$ cat src/rtl/imm_gen_pipe.sv
// imm_gen_pipe: registered immediate generator for the decode stage.
// A 32-bit instruction is accepted over a valid/ready handshake. Its
// sign-extended XLEN-bit immediate appears on the output one cycle later.
// The format comes from the opcode (USE_OPCODE=1) or from i_imm_sel.
// An output register and a skid register together keep full throughput
// under back-pressure. i_flush drops both entries.
// Optional feature macro: IMM_GEN_ILLEGAL_EN. When it is defined, o_illegal
// flags the reserved format 6. When it is undefined, o_illegal is always 0.
module imm_gen_pipe #(
  parameter int unsigned XLEN       = 32,
  parameter bit          USE_OPCODE = 1'b1
) (
  input  logic            i_clk,
  input  logic            i_rst_n,
  input  logic            i_flush,
  input  logic            i_valid,
  output logic            o_ready,
  input  logic [31:0]     i_instr,
  input  logic [2:0]      i_imm_sel,
  output logic            o_valid,
  input  logic            i_ready,
  output logic [XLEN-1:0] o_imm,
  output logic [2:0]      o_sel,
  output logic            o_illegal
);

  localparam logic [2:0] SEL_I     = 3'd0;
  localparam logic [2:0] SEL_SHIFT = 3'd1;
  localparam logic [2:0] SEL_S     = 3'd2;
  localparam logic [2:0] SEL_B     = 3'd3;
  localparam logic [2:0] SEL_U     = 3'd4;
  localparam logic [2:0] SEL_J     = 3'd5;
  localparam logic [2:0] SEL_RSVD  = 3'd6;
  localparam logic [2:0] SEL_NONE  = 3'd7;

  typedef enum logic [1:0] {
    ST_EMPTY = 2'd0,
    ST_FULL  = 2'd1,
    ST_SKID  = 2'd2
  } state_t;

  typedef struct packed {
    logic [XLEN-1:0] imm;
    logic [2:0]      sel;
    logic            ill;
  } entry_t;

  logic [6:0]  opcode;
  logic [2:0]  funct3;
  logic [2:0]  dec_sel;
  logic [2:0]  sel_in;
  logic [5:0]  shamt;
  logic [31:0] imm32;
  logic [XLEN-1:0] imm_in;
  logic        ill_in;
  entry_t      entry_in;

  state_t      state_q, state_d;
  entry_t      out_q, out_d;
  entry_t      skid_q, skid_d;
  logic        out_valid_q, out_valid_d;
  logic        ready_q, ready_d;

  logic        accept;
  logic        retire;

  assign opcode = i_instr[6:0];
  assign funct3 = i_instr[14:12];

  // Decode the immediate format from the opcode.
  always_comb begin
    dec_sel = SEL_RSVD;
    case (opcode)
      7'b0010011: dec_sel = (funct3 == 3'b001 || funct3 == 3'b101) ? SEL_SHIFT : SEL_I;
      7'b0000011,
      7'b1100111,
      7'b1110011: dec_sel = SEL_I;
      7'b0100011: dec_sel = SEL_S;
      7'b1100011: dec_sel = SEL_B;
      7'b0110111,
      7'b0010111: dec_sel = SEL_U;
      7'b1101111: dec_sel = SEL_J;
      7'b0110011: dec_sel = SEL_NONE;
      default:    dec_sel = SEL_RSVD;
    endcase
  end

  assign sel_in = USE_OPCODE ? dec_sel : i_imm_sel;
  assign shamt  = (XLEN == 64) ? i_instr[25:20] : {1'b0, i_instr[24:20]};

  // Assemble the immediate. Every signed format fits in 32 bits with
  // instr[31] as its top bit, so one sign-extending cast covers both XLEN values.
  always_comb begin
    imm32  = '0;
    imm_in = '0;
    case (sel_in)
      SEL_I: imm32 = {{20{i_instr[31]}}, i_instr[31:20]};
      SEL_S: imm32 = {{20{i_instr[31]}}, i_instr[31:25], i_instr[11:7]};
      SEL_B: imm32 = {{19{i_instr[31]}}, i_instr[31], i_instr[7],
                      i_instr[30:25], i_instr[11:8], 1'b0};
      SEL_U: imm32 = {i_instr[31:12], 12'b0};
      SEL_J: imm32 = {{11{i_instr[31]}}, i_instr[31], i_instr[19:12],
                      i_instr[20], i_instr[30:21], 1'b0};
      default: imm32 = '0;
    endcase
    if (sel_in == SEL_SHIFT) begin
      imm_in = XLEN'(shamt);
    end else begin
      imm_in = XLEN'($signed(imm32));
    end
  end

`ifdef IMM_GEN_ILLEGAL_EN
  assign ill_in = (sel_in == SEL_RSVD);
`else
  assign ill_in = 1'b0;
`endif

  assign entry_in = '{imm: imm_in, sel: sel_in, ill: ill_in};

  assign accept = i_valid && ready_q;
  assign retire = out_valid_q && i_ready;

  // Next state of the two-entry buffer. A flush overrides every other event.
  always_comb begin
    state_d = state_q;
    out_d   = out_q;
    skid_d  = skid_q;
    if (i_flush) begin
      state_d = ST_EMPTY;
    end else begin
      case (state_q)
        ST_EMPTY: begin
          if (accept) begin
            out_d   = entry_in;
            state_d = ST_FULL;
          end
        end
        ST_FULL: begin
          if (accept && retire) begin
            out_d = entry_in;
          end else if (accept) begin
            skid_d  = entry_in;
            state_d = ST_SKID;
          end else if (retire) begin
            state_d = ST_EMPTY;
          end
        end
        ST_SKID: begin
          // In this state ready_q is 0, so no accept can arrive here.
          if (retire) begin
            out_d   = skid_q;
            state_d = ST_FULL;
          end
        end
        default: state_d = ST_EMPTY;
      endcase
    end
    out_valid_d = (state_d != ST_EMPTY);
    ready_d     = (state_d != ST_SKID);
  end

  // Buffer registers. o_valid and o_ready come straight from flops.
  always_ff @(posedge i_clk or negedge i_rst_n) begin
    if (!i_rst_n) begin
      state_q     <= ST_EMPTY;
      out_q       <= '0;
      skid_q      <= '0;
      out_valid_q <= 1'b0;
      ready_q     <= 1'b1;
    end else begin
      state_q     <= state_d;
      out_q       <= out_d;
      skid_q      <= skid_d;
      out_valid_q <= out_valid_d;
      ready_q     <= ready_d;
    end
  end

  assign o_ready   = ready_q;
  assign o_valid   = out_valid_q;
  assign o_imm     = out_q.imm;
  assign o_sel     = out_q.sel;
  assign o_illegal = out_q.ill;

endmodule
$ cat config.mk
export PLATFORM = sky130hd
export DESIGN_NAME = imm_gen_pipe
export DESIGN_NICKNAME = d
export VERILOG_FILES = /design/src/rtl/imm_gen_pipe.sv
export SDC_FILE = /design/constraint.sdc
export NUM_CORES = 1
export LEC_CHECK = 0
export BUFFER_PORTS_ARGS = -buffer_cell sky130_fd_sc_hd__buf_2
export CAP_MARGIN = 20
export CORE_AREA = 2 2 102 84
export DETAILED_ROUTE_END_ITERATION = 8
export DIE_AREA = 0 0 104 86
export GPL_TIMING_DRIVEN = 0
export MAX_ROUTING_LAYER = met4
export PLACE_DENSITY = 0.67
export SLEW_MARGIN = 20
export SYNTH_ARGS = -nofsm -noshare
export SYNTH_HDL_FRONTEND = slang
export SYNTH_SLANG_ARGS = --single-unit
$ cat constraint.sdc
create_clock -name i_clk -period 2.4 [get_ports i_clk]
set_input_delay 0.48 -clock i_clk [delete_from_list [all_inputs] [get_ports i_clk]]
set_output_delay 0.48 -clock i_clk [all_outputs]
set_load 0.05 [all_outputs]
==> results of run 1 <==
==> sequential cells by signal (all words and copies together), names as in the netlist <==
| name | cells |
|---|---|
| skid_q | 35 |
| o_sel | 3 |
| state_q | 2 |
| o_valid | 1 |
| o_ready | 1 |
| o_imm | 32 |
==> path summary, 6_finish.rpt <==
| check | from | to | slack, ps | cells past startpoint |
|---|---|---|---|---|
| min reg2reg | o_imm[8] | o_imm[8] | 480 | 2 |
| max reg2reg | o_ready | skid_q[17] | 210 | 6 |
| max | o_ready | skid_q[17] | 210 | 6 |
| min | i_rst_n | o_sel[2] | 50 | 1 |
| min in group i_clk | i_flush | state_q[0] | 380 | 2 |
| max in group asynchronous | i_rst_n | o_ready | 1730 | 2 |
==> through the flow <==
stage          util [%]  area [um^2]  TNS [ps]  setup slack, ps
6_report          53.64         4204         0            207.4
5_1_grt           53.64         4204         0            10.03
3_3_place_gp      50.64         3969         0            13.42
4_1_cts           53.50         4193         0            87.75
2_1_floorplan         -         3478         0            415.2
3_5_place_dp      51.02         3999    -12.69           -12.69
==> repair_timing <==
item / 4_1_cts / 5_1_grt
resized for setup: 0 / 2
endpoints found under the setup margin: 0 / 13
endpoints found under the hold margin: 0 / 0
==> critical path, delay by kind of cell (launching register included) <==
kind	cells	cell delay, ps
buffers and inverters	1	310
flip-flops	1	550
AND/OR/NAND/NOR	3	690
AO/OA/AOI/OAI	2	530
==> report_power, final <==
group	leakage [nW]	switching, mW	internal (mW)
registers	0.912	0.211	1.62
logic	0.859	0.986	0.402
clock network	0.0889	0.482	0.482
total	1.86	1.68	2.51
==> cell families after synthesis <==
logic type,count (synthesis),share of synthesized area [%]
multiplexers,1,0.2878
other,1,0.1078
AO/OA/AOI/OAI,132,23.02
flip-flops,74,53.27
buffers and inverters,34,4.640
AND/OR/NAND/NOR,143,18.67
==> metal layers <==
layer	track usage, %	up-vias	wire, um
met5	-	-	0
met4	5.283	0	70
met3	5.319	9	545
met2	33.85	106	4355
met1	31.66	1538	4529
li1	-	1537	-
==> area by class of cell <==
class	count	area, um^2	share of cell area, %
sequential	74	1853	44.08
multi-input combinational	277	1475	35.09
timing repair buffer	72	385.4	9.167
buffer	27	135.1	3.214
tap	108	135.1	3.214
clock buffer	10	127.6	3.036
clock inverter	6	66.31	1.577
inverter	7	26.28	0.6250
==> cell usage in the layout, fill, tap and decap left out, types with 7 or more instances in the layout <==
cell / count
a211oi_1: 8
a21oi_1: 46
a31oi_1: 12
buf_2: 82
clkbuf_1: 13
clkbuf_8: 9
dfrtp_1: 73
inv_1: 7
nand2_1: 48
nand3_1: 21
nor2_1: 43
nor3_1: 9
o211ai_1: 9
o21ai_0: 23
o22ai_1: 17
==> results.json, run 1 <==
{
  "floorplan.rows": 29,
  "ys_seq_elements": 74,
  "grt_pass1_vias": 3017,
  "slew_violations": 0,
  "crit_chain": "nand3b_1 -> nor2_1 -> nand3_1 -> a21oi_4 -> buf_2 -> a21oi_1",
  "skew_ps": 12.91,
  "synth_ff_type": "dfrtp_1",
  "critPathKind": "flip-flop to flip-flop",
  "crit_fanout": 10,
  "maxCapViolations": 0,
  "yosysWarnings": 0,
  "final-hold-violation-count": 0,
  "root_buffer": "clkbuf_8",
  "die_w_um": 104,
  "grt_overflow_total": 0,
  "htreeDepth": 3,
  "hold_slack_ps": 49.72,
  "ant_nets": 0,
  "clockBufferDepth": 2,
  "vias": 3190,
  "final_cells": 581,
  "worst_setup_path_end_kind": "flip-flop",
  "rsz0062_at_grt": "false",
  "antenna_found_initial": 0,
  "nFillCells": 764,
  "slowest_stage": "dfstp_2",
  "tightest_slew_ps": 608.1,
  "drive_gt1_share_pct": 24.10,
  "final_nets": 508,
  "clock_sinks": 74,
  "fin_crit_sh_pct": 91.36,
  "die_height_um": 86,
  "yosysMostFrequentCell": "dfrtp_1",
  "start_util_pct": 44.38,
  "crit_path_start_kind": "flip-flop",
  "core_um2": 7838,
  "synth.distinct_cells": 44,
  "ioPinCount": 78,
  "grt_max_degree": 47,
  "path_clk_slew_ps": 80,
  "power_density_nw_per_um2": 995.9,
  "synth_area_um2": 3478,
  "grt_use_total_pct": 22.70,
  "synth-seq-area-share_pct": 53.27,
  "critPathMaxStageDelay_ps": 550,
  "relSlewSlack_pct": 59.31,
  "leakage_nw": 1.860,
  "worstHoldPathType": "primary input to async pin",
  "finalSetupViolations": 0,
  "synth_area_leader_cell": "dfrtp_1",
  "die_area_um2": 8944,
  "synth_area_leaders": "dfrtp_1, a21oi_1, nand2_1",
  "max_freq_mhz": 456.1,
  "routabilityCongestion": 0.9308,
  "detailed_place_hpwl_um": 6845,
  "syn_area_per_cell_um2": 9.035,
  "wl_per_cell_um": 16.35,
  "synthArstFlopShare_pct": 100.0,
  "synth_edf_count": 0,
  "yosysTopAreaCellShare_pct": 52.52,
  "postSynthCellCount": 385,
  "dpl.cell_count": 565,
  "first_pass_iters": 4,
  "status": "finished clean",
  "finalPower_mw": 4.187,
  "cts_tree": "done",
  "grt_pass1_wl_um": 15510,
  "drt_iter0_drc": 235,
  "cts_buffers": 9,
  "drc_errors": 0,
  "post_cts_buffers": 0,
  "clk_latency_ps": 350,
  "synth_common_cells": "dfrtp_1, nand2_1, a21oi_1",
  "worstPathRequired_ps": 2620,
  "wl_um": 9500,
  "io_buffers": 71,
  "worstPathArrival_ps": 2410,
  "ctsHoldBuffers": 0,
  "viasPerCell": 5.491,
  "synth_fp_nets": 425,
  "min_period_ps": 2193,
  "insertedDiodeCount": 0,
  "area_growth_pct": 20.86,
  "ir_drop_mv": 0.6382
}
Power figures use the tool's default switching activity.
==> run 2, diff against run 1 <==
--- a/config.mk
+++ b/config.mk
@@ -12,7 +12,8 @@
 export DIE_AREA = 0 0 104 86
 export GPL_TIMING_DRIVEN = 0
 export MAX_ROUTING_LAYER = met4
-export PLACE_DENSITY = 0.67
+export PLACE_DENSITY = 0.7
+export RECOVER_POWER = 50
 export SLEW_MARGIN = 20
 export SYNTH_ARGS = -nofsm -noshare
 export SYNTH_HDL_FRONTEND = slang
==> constraint.sdc (replaced) <==
create_clock -name i_clk -period 1.9 [get_ports i_clk]
set_input_delay 0.38 -clock i_clk [delete_from_list [all_inputs] [get_ports i_clk]]
set_output_delay 0.38 -clock i_clk [all_outputs]
set_load 0.05 [all_outputs]
==> run 2 against run 1 <==
Combinational power is 30% higher; clock skew is 7.7 ps lower; global-route usage is 0.80 points higher; cell area up 4.0%; first-iteration DRC count down 23%; worst hold slack gained 240 ps; fmax up 20%; die area unchanged; setup slack got worse by 140 ps; sequential cell count is the same.
==> results.json, run 2 (synthesis results as in run 1) <==
{
  "grt_pass1_vias": 3163,
  "crit_path_start_kind": "flip-flop",
  "critPathKind": "flip-flop to flip-flop",
  "ioPinCount": 78,
  "worstHoldPathType": "primary input to flip-flop",
  "maxCapViolations": 0,
  "path_clk_slew_ps": 70,
  "worstPathArrival_ps": 2060,
  "crit_buf_inv": 2,
  "io_buffers": 71,
  "met3_length_um": 566,
  "cts_buffers": 9,
  "antenna_found_initial": 1,
  "detailed_place_hpwl_um": 6789,
  "layout_commonest_cell": "dfrtp_1",
  "die_w_um": 104,
  "layout.area.seq_um2": 1853,
  "clock_sinks": 74,
  "nFillCells": 740,
  "slowest_stage": "dfstp_2",
  "drc_errors": 0,
  "grt_pass1_wl_um": 16010,
  "viasPerCell": 5.518,
  "cts_tree": "done",
  "wl_um": 9749,
  "relSlewSlack_pct": 46.92,
  "grt_max_degree": 46,
  "internal_power_mw": 3.214,
  "root_buffer": "clkbuf_8",
  "wl_per_cell_um": 16.61,
  "drive_gt1_share_pct": 26.57,
  "die_height_um": 86,
  "path_delay_family": "flip-flops",
  "clk_latency_ps": 350,
  "met2_length_um": 4427,
  "fin_ws_ps": 65.87,
  "pre_cts_ws_ps": -393.0,
  "power_density_nw_per_um2": 1221,
  "setup_tns_ps": 0,
  "crit_chain": "nand3b_1 -> buf_6 -> nor2_4 -> nand2_2 -> a21oi_4 -> buf_4 -> a211oi_1",
  "combinationalPowerShare_pct": 33.9,
  "final_core_util_pct": 55.76,
  "grt_overflow_total": 0,
  "area_growth_pct": 25.65,
  "p_seq_share_pct": 43.4,
  "leakage_nw": 1.925,
  "core_um2": 7838,
  "largest-register": "skid_q",
  "critPathMaxStageDelay_ps": 540,
  "rsz0062_at_grt": "true",
  "worstPathRequired_ps": 2130,
  "crit_fanout": 9,
  "ir_drop_mv": 0.6403,
  "finalPower_mw": 5.336,
  "dr.max_layer_used": "met4",
  "p_switching_mw": 2.122,
  "ant_nets": 0,
  "finalSetupViolations": 0,
  "vias": 3239,
  "die_area_um2": 8944,
  "slew_violations": 0,
  "drt_iter0_drc": 181,
  "wl_met1_um": 4565,
  "final-hold-violation-count": 0,
  "tightest_slew_ps": 796.3,
  "status": "finished clean",
  "multi_input_area_um2": 1562,
  "skew_ps": 5.185,
  "pwr-share-clk_pct": 22.6,
  "first_pass_iters": 4,
  "worst_setup_path_end_kind": "flip-flop",
  "fin_crit_sh_pct": 96.53,
  "grt_use_total_pct": 23.50,
  "max_freq_mhz": 545.2,
  "layout_common_cells": "dfrtp_1, buf_2, nand2_1, a21oi_1, nor2_1",
  "htreeDepth": 3,
  "final_nets": 514,
  "clockBufferDepth": 2,
  "start_util_pct": 44.38,
  "routabilityCongestion": 0.9193,
  "hold_slack_ps": 286.0,
  "largest_reg_flops": 35,
  "floorplan.rows": 29,
  "swShare_pct": 39.77,
  "min_period_ps": 1834
}
run 2: cell count changes in the layout (fill, tap and decap cells not counted), sizes merged:
cell,change
buf,-4
diode,+1
dlygate4sd3,+1
clkbuf,+9
clkinvlp,-3
clkinv,+2
run 2: what timing repair did:
item	in CTS	in global routing
pin swaps	2	4
endpoints found under the hold margin	29	0
endpoints found under the setup margin	61	69
hold buffers	1	0
gates resized for setup	15	25
buffers inserted	4	3
run 2: worst min-delay path, cell delays in order:
cell,delay [ps]
buf_2,100
nand2_1,60
a21oi_1,60
run 2: metal layers:
layer	track usage [%]	vias up
met3	6.611	18
met1	31.62	1558
met4	7.002	0
met2	34.87	101
li1	-	1562
met5	-	-
run 2: power by group through the flow:
stage / clock, mW / combinational, mW / sequential (mW)
floorplan: 0 / 0.623 / 2.98
global placement: 0 / 1.72 / 2.32
detailed placement: 0 / 1.76 / 2.34
CTS: 1.24 / 1.79 / 2.31
global route: 1.32 / 1.94 / 2.38
finish: 1.21 / 1.81 / 2.32
run 2: final cells by class:
type	count	share of cell area [%]
clock buffers	10	3.149
well taps	108	3.092
flip-flops and latches	74	42.40
plain buffers	25	3.722
diodes	1	0.05726
repair buffers	80	10.02
inverters	7	0.6012
multi-input cells	277	35.73
clock inverters	5	1.231
run 2: per-stage QoR:
step / cell area, um^2 / std cells
after global routing: 4370 / 587
after floorplan: 3487 / 385
final: 4370 / 587
after global placement: 3978 / 564
after detailed placement: 4008 / 565
after CTS: 4284 / 584
run 2: path summary, 6_finish.rpt:
path | startpoint | endpoint | slack, ps | cells after the start
worst max-delay path | o_ready | o_imm[12] | 70 | 7
min in group asynchronous | i_rst_n | o_sel[2] | 640 | 2
max in group asynchronous | i_rst_n | o_ready | 510 | 3
worst min-delay path | i_instr[15] | skid_q[19] | 290 | 3
worst max register to register | o_ready | o_imm[12] | 70 | 7
worst min register to register | o_imm[7] | o_imm[7] | 480 | 2
